## config.mk

```make
export PLATFORM = sky130hd
export DESIGN_NAME = alu_op_sequencer
export DESIGN_NICKNAME = d
export VERILOG_FILES = /design/src/rtl/slc3_alu_pkg.sv /design/src/rtl/alu_op_decode.sv /design/src/rtl/alu_op_sequencer.sv
export SDC_FILE = /design/constraint.sdc
export NUM_CORES = 1
export LEC_CHECK = 0
export ABC_AREA = 1
export BUFFER_PORTS_ARGS = -buffer_cell sky130_fd_sc_hd__buf_2
export CAP_MARGIN = 5
export CORE_ASPECT_RATIO = 0.75
export CORE_MARGIN = 5
export CORE_UTILIZATION = 44
export CTS_CLUSTER_DIAMETER = 40
export DETAILED_ROUTE_END_ITERATION = 16
export GPL_ROUTABILITY_DRIVEN = 0
export PLACE_DENSITY_LB_ADDON = 0.1
export RECOVER_POWER = 50
export SYNTH_ARGS = -nofsm -noshare
export SYNTH_HDL_FRONTEND = slang
export SYNTH_SLANG_ARGS = --single-unit
```

## constraint.sdc

```tcl
create_clock -name Clk -period 2.4 [get_ports Clk]
set_input_delay 0.6 -clock Clk [delete_from_list [all_inputs] [get_ports Clk]]
set_output_delay 0.6 -clock Clk [all_outputs]
set_load 0.005 [all_outputs]
```

## src/rtl/slc3_alu_pkg.sv

```systemverilog
// Shared LC-3 operate-instruction types for the ALU, its sequencer and the control unit.
// Opcodes, ALU control encoding, sequencer states and imm5 sign extension.
package slc3_alu_pkg;

  localparam int DATA_W = 16;

  localparam logic [3:0] OP_ADD = 4'b0001;
  localparam logic [3:0] OP_AND = 4'b0101;
  localparam logic [3:0] OP_NOT = 4'b1001;

  typedef enum logic [1:0] {
    ALU_ADD  = 2'b00,
    ALU_AND  = 2'b01,
    ALU_NOT  = 2'b10,
    ALU_PASS = 2'b11
  } alu_ctrl_t;

  typedef enum logic [2:0] {
    S_IDLE,
    S_READ,
    S_EXEC,
    S_WB,
    S_ERR
  } seq_state_t;

  typedef struct packed {
    alu_ctrl_t   ctrl;
    logic        use_imm;
    logic        legal;
    logic [2:0]  sr1;
    logic [2:0]  sr2;
    logic [2:0]  dr;
    logic [4:0]  imm5;
  } dec_t;

  function automatic logic [DATA_W-1:0] sext5(input logic [4:0] v);
    return {{(DATA_W-5){v[4]}}, v};
  endfunction

endpackage

```

## src/rtl/alu_op_decode.sv

```systemverilog
// Combinational decode of an LC-3 operate instruction into ALU control,
// operand source and register-field selects.
import slc3_alu_pkg::*;

module alu_op_decode (
  input  logic [15:0] instr_i,
  output dec_t        dec_o
);

  logic [3:0] op;

  assign op = instr_i[15:12];

  always_comb begin
    dec_o.ctrl    = ALU_PASS;
    dec_o.use_imm = 1'b0;
    dec_o.legal   = 1'b0;
    dec_o.sr1     = instr_i[8:6];
    dec_o.sr2     = instr_i[2:0];
    dec_o.dr      = instr_i[11:9];
    dec_o.imm5    = instr_i[4:0];
    unique case (1'b1)
      (op == OP_ADD): begin
        dec_o.ctrl    = ALU_ADD;
        dec_o.use_imm = instr_i[5];
        dec_o.legal   = 1'b1;
      end
      (op == OP_AND): begin
        dec_o.ctrl    = ALU_AND;
        dec_o.use_imm = instr_i[5];
        dec_o.legal   = 1'b1;
      end
      // NOT has no second operand, so bit 5 is don't-care
      (op == OP_NOT): begin
        dec_o.ctrl    = ALU_NOT;
        dec_o.legal   = 1'b1;
      end
      default: ;
    endcase
  end

endmodule

```

## src/rtl/alu_op_sequencer.sv

```systemverilog
// Four-cycle controller for LC-3 ADD/AND/NOT: read, execute on the
// external ALU, write back to DR and update the condition codes.
import slc3_alu_pkg::*;

module alu_op_sequencer #(
  parameter int WIDTH  = 16,
  parameter int REG_AW = 3
) (
  input  logic              Clk,
  input  logic              Reset,
  input  logic              instr_valid,
  output logic              instr_ready,
  input  logic [WIDTH-1:0]  instr,
  output logic [REG_AW-1:0] rf_sr1_addr,
  output logic [REG_AW-1:0] rf_sr2_addr,
  input  logic [WIDTH-1:0]  rf_sr1_data,
  input  logic [WIDTH-1:0]  rf_sr2_data,
  output logic [WIDTH-1:0]  alu_a,
  output logic [WIDTH-1:0]  alu_b,
  output logic [1:0]        alu_ctrl,
  input  logic [WIDTH-1:0]  alu_result,
  output logic              rf_we,
  output logic [REG_AW-1:0] rf_dr_addr,
  output logic [WIDTH-1:0]  rf_wdata,
  output logic [2:0]        nzp,
  output logic              done,
  output logic              illegal
);

  seq_state_t        state_q, state_d;
  dec_t              dec_in;
  alu_ctrl_t         ctrl_q, ctrl_d;
  logic              use_imm_q, use_imm_d;
  logic [4:0]        imm5_q, imm5_d;
  logic [REG_AW-1:0] dr_q, dr_d;
  logic [REG_AW-1:0] sr1_q, sr1_d;
  logic [REG_AW-1:0] sr2_q, sr2_d;
  logic [WIDTH-1:0]  opa_q, opa_d;
  logic [WIDTH-1:0]  opb_q, opb_d;
  logic [WIDTH-1:0]  res_q, res_d;
  logic [2:0]        nzp_q, nzp_d;
  logic [WIDTH-1:0]  imm_ext;

  alu_op_decode u_dec (
    .instr_i (instr[15:0]),
    .dec_o   (dec_in)
  );

  assign imm_ext     = WIDTH'(signed'(sext5(imm5_q)));
  assign rf_sr1_addr = sr1_q;
  assign rf_sr2_addr = sr2_q;
  assign rf_dr_addr  = dr_q;
  assign rf_wdata    = res_q;
  assign nzp         = nzp_q;

  always_ff @(posedge Clk or posedge Reset) begin
    if (Reset) begin
      state_q   <= S_IDLE;
      ctrl_q    <= ALU_PASS;
      use_imm_q <= 1'b0;
      imm5_q    <= '0;
      dr_q      <= '0;
      sr1_q     <= '0;
      sr2_q     <= '0;
      opa_q     <= '0;
      opb_q     <= '0;
      res_q     <= '0;
      nzp_q     <= 3'b010;
    end else begin
      state_q   <= state_d;
      ctrl_q    <= ctrl_d;
      use_imm_q <= use_imm_d;
      imm5_q    <= imm5_d;
      dr_q      <= dr_d;
      sr1_q     <= sr1_d;
      sr2_q     <= sr2_d;
      opa_q     <= opa_d;
      opb_q     <= opb_d;
      res_q     <= res_d;
      nzp_q     <= nzp_d;
    end
  end

  always_comb begin
    state_d     = state_q;
    ctrl_d      = ctrl_q;
    use_imm_d   = use_imm_q;
    imm5_d      = imm5_q;
    dr_d        = dr_q;
    sr1_d       = sr1_q;
    sr2_d       = sr2_q;
    opa_d       = opa_q;
    opb_d       = opb_q;
    res_d       = res_q;
    nzp_d       = nzp_q;
    instr_ready = 1'b0;
    rf_we       = 1'b0;
    done        = 1'b0;
    illegal     = 1'b0;
    alu_ctrl    = ALU_PASS;
    alu_a       = '0;
    alu_b       = '0;
    unique case (state_q)
      S_IDLE: begin
        instr_ready = 1'b1;
        if (instr_valid) begin
          // Read addresses only move for legal ops
          if (dec_in.legal) begin
            state_d   = S_READ;
            ctrl_d    = dec_in.ctrl;
            use_imm_d = dec_in.use_imm;
            imm5_d    = dec_in.imm5;
            dr_d      = REG_AW'(dec_in.dr);
            sr1_d     = REG_AW'(dec_in.sr1);
            sr2_d     = REG_AW'(dec_in.sr2);
          end else begin
            state_d   = S_ERR;
          end
        end
      end
      S_READ: begin
        opa_d   = rf_sr1_data;
        opb_d   = use_imm_q ? imm_ext : rf_sr2_data;
        state_d = S_EXEC;
      end
      S_EXEC: begin
        alu_ctrl = ctrl_q;
        alu_a    = opa_q;
        alu_b    = opb_q;
        res_d    = alu_result;
        state_d  = S_WB;
      end
      S_WB: begin
        rf_we = 1'b1;
        done  = 1'b1;
        if (res_q[WIDTH-1])    nzp_d = 3'b100;
        else if (res_q == '0)  nzp_d = 3'b010;
        else                   nzp_d = 3'b001;
        state_d = S_IDLE;
      end
      S_ERR: begin
        illegal = 1'b1;
        state_d = S_IDLE;
      end
      default: state_d = S_IDLE;
    endcase
  end

endmodule

```

==> summary.txt <==
Synth
  • Area leader, netlist: dfrtp_1
  • Area contributors post-synth: dfrtp_1 (50%), nand2_1 (14%), inv_1 (6.2%)
  • FF+latch count, synth: 68
  • Post-Syn Area: 3244 um2
  • Commonest cells post-synth: nand2_1 (125), dfrtp_1 (65), inv_1 (54)
  • Synth Warn #: 0
  • Number of synthesized flops with an enable pin: 0
  • Top-count cell post-synth: nand2_1
  • Async set-reset flop share out of synthesis: 100.0%
  • Gate count of the mapped netlist: roughly 400
  • Avg Cell Area, Syn: 8.131 um2
  • Syn Nets: ~470
  • Post-synth top area share: between 50% and 60%
  • Ys flop type: dfrtp_1
  • Distinct cells, synth: 25
  • Sequential element share of the synthesized area: 52.56%

Die
  • Die height: around 84 um
  • I/O pin total: 133
  • Starting Density: 44.67%
  • Die width: 109.2 um
  • Die area: 9209 um2
  • Row Count: 27
  • Core area: approximately 7300 um2

Worst hold path
  • Hold path depth: 3
  • Class of the worst hold path: in2reg

Placement
  • # port buffers: 132
  • Placed insts: 613
  • Detail Placement HPWL: 5353 um

Route
  • # DRC: 0
  • 1st-iter DRT viols: 113
  • Drt pass-1 iters: 4
  • WL final: 7567 um
  • Post-DR wirelength/cell: 12.03 um
  • Vias: 2,759
  • Post-route ant nets: 0
  • Vias per cell: 4.386

Global route
  • First-pass GRT wire length: 12,490 um
  • GRT overflow: 0
  • Antenna violations before repair: 0
  • Vias in the first global route: 2,628
  • GRT Util Overall: 17.34%
  • Pin count of the biggest net entering global routing: 66

Timing
  • Measured slew at the worst slew-check pin: 1.335 ns
  • Final setup viols: 0
  • Clock skew: 0.009034 ns
  • Max Slew Vio Count: 0
  • Max_slew headroom: 10.99%
  • Final period util: 92.70%
  • RSZ-0062 raised after global routing: no
  • Final worst path period need: around 2.2 ns
  • Highest Clock Rate: roughly 450 MHz
  • Worst hold margin: 0.4446 ns
  • Setup TNS: 0 ns
  • Final hold vios: 0

Setup path
  • CP max FO: 24
  • CP Launch Type: flip-flop
  • Critical Path RT: 1.80 ns
  • Slowest stage delay, CP: just over 0.4 ns
  • Crit path capture type: primary output
  • Crit path max-delay cell type: dfrtp_1
  • Worst path cell trace: inv_2 -> nand3_2 -> buf_4 -> or2_2 -> buf_2
  • Reg2reg path depth: 3
  • Critical path class: reg2out
  • Critical Path AT: roughly 1.6 ns

Clock network
  • Setup bufs post-CTS: 0
  • Cts-stage hold buffer count: 0
  • H-tree levels: 3
  • Worst-path clk slew: 0.08 ns
  • Clk Latency, worst-skew pair: 0.34 ns
  • Max Root-Sink Buffers: 2
  • CTS Sinks: 68
  • Resized Gates After CTS: 0
  • Total CTS buffers: 9
  • CTS tree: done
  • Root buf cell: clkbuf_8

Flow run
  • Max-cap viol count: 0

Pwr
  • Maximum VDD drop: between 500 and 600 uV
  • Static leakage: about 2.4 nW
  • Power Density: 1196 nW/um2

Cells and area
  • Net count, final: 590
  • Non-Filler Instances: ~630
  • Layout cells sized above 1: 33.14%
  • Area grow syn2layout: 26.42%
  • Antenna diodes: 0

Run status
  • Status: finished, final reports clean
[layout by cell type (no fill, tap or decap), drive strengths merged, types with 3 or more instances in the layout]
cell	n
buf	135
clkbuf	16
dfrtp	65
dfstp	3
inv	58
nand2	126
nand3	17
nor2	49
nor3	3
o21ai	48
or2	3
[registers in the layout, summed over array words and instances (netlist names)]
register     flops
imm5_q           5
rf_sr1_addr      3
nzp              3
state_q          3
use_imm_q        1
rf_dr_addr       3
rf_wdata        16
opb_q           16
ctrl_q           2
opa_q           16
[cell families (layout without fill, tap and decap cells)]
group	after synthesis	in the layout	synth area share, %
simple gates	200	200	25.80
buf+inv	81	210	11.84
flops	68	68	52.56
compound gates	50	50	9.795
[worst max-delay path, delay by kind of cell (launching register included)]
kind / cells / cell delay [ns]
buffers and inverters: 3 / 0.49
flip-flops: 1 / 0.41
AND/OR/NAND/NOR: 2 / 0.39
[power by group]
group	switching (mW)	internal, mW	total, mW
Sequential	0.278	1.70	1.98
Clock	0.407	0.595	1.00
Combinational	1.15	0.774	1.92
[metal layers]
layer / vias to the layer above / GRT usage [%] / wire (um)
met4: 0 / 4.472 / 76
met3: 8 / 7.456 / 681
li1: 1446 / - / -
met1: 1226 / 22.73 / 3460
met2: 79 / 26.42 / 3349
met5: - / 0 / 0
[final timing paths]
path                                   startpoint  slack (ns)                        to
setup / recovery           state_q[0]$_DFFE_PP0P_        0.18               alu_ctrl[1]
hold / removal                     alu_result[11]        0.44  rf_wdata[11]$_DFFE_PP0N_
setup reg to reg           state_q[1]$_DFFE_PP0P_        0.42      opa_q[2]$_DFFE_PP0P_
hold reg to reg             ctrl_q[1]$_DFFE_PP1P_        0.47     ctrl_q[1]$_DFFE_PP1P_
max in group asynchronous                   Reset        1.12        nzp[1]$_DFFE_PP1P_
min in group asynchronous                   Reset        0.47     opa_q[11]$_DFFE_PP0P_
[metrics by stage]
stage / utilization (%) / total power, mW / cell area [um2] / setup slack [ns]
after floorplan: - / 3.369 / 3244 / 0.09345
after CTS: 57.04 / 5.036 / 4143 / 0.1420
after global placement: 54.06 / 3.971 / 3926 / 0.5761
final: 56.47 / 4.906 / 4101 / 0.1751
after global routing: 56.47 / 5.362 / 4101 / 0.07369
after detailed placement: 54.06 / 4.018 / 3926 / 0.5362
[layout make-up]
type                            instances  area, um2
Clock buffer                           15      186.4
Clock inverter                          1      30.03
Fill cell                             709       3162
Inverter                               58      217.7
Multi-Input combinational cell        250       1135
Sequential cell                        68       1705
Tap cell                              101      126.4
Timing Repair Buffer                  136      700.7
No activity file was read; power rests on OpenSTA's default activity.
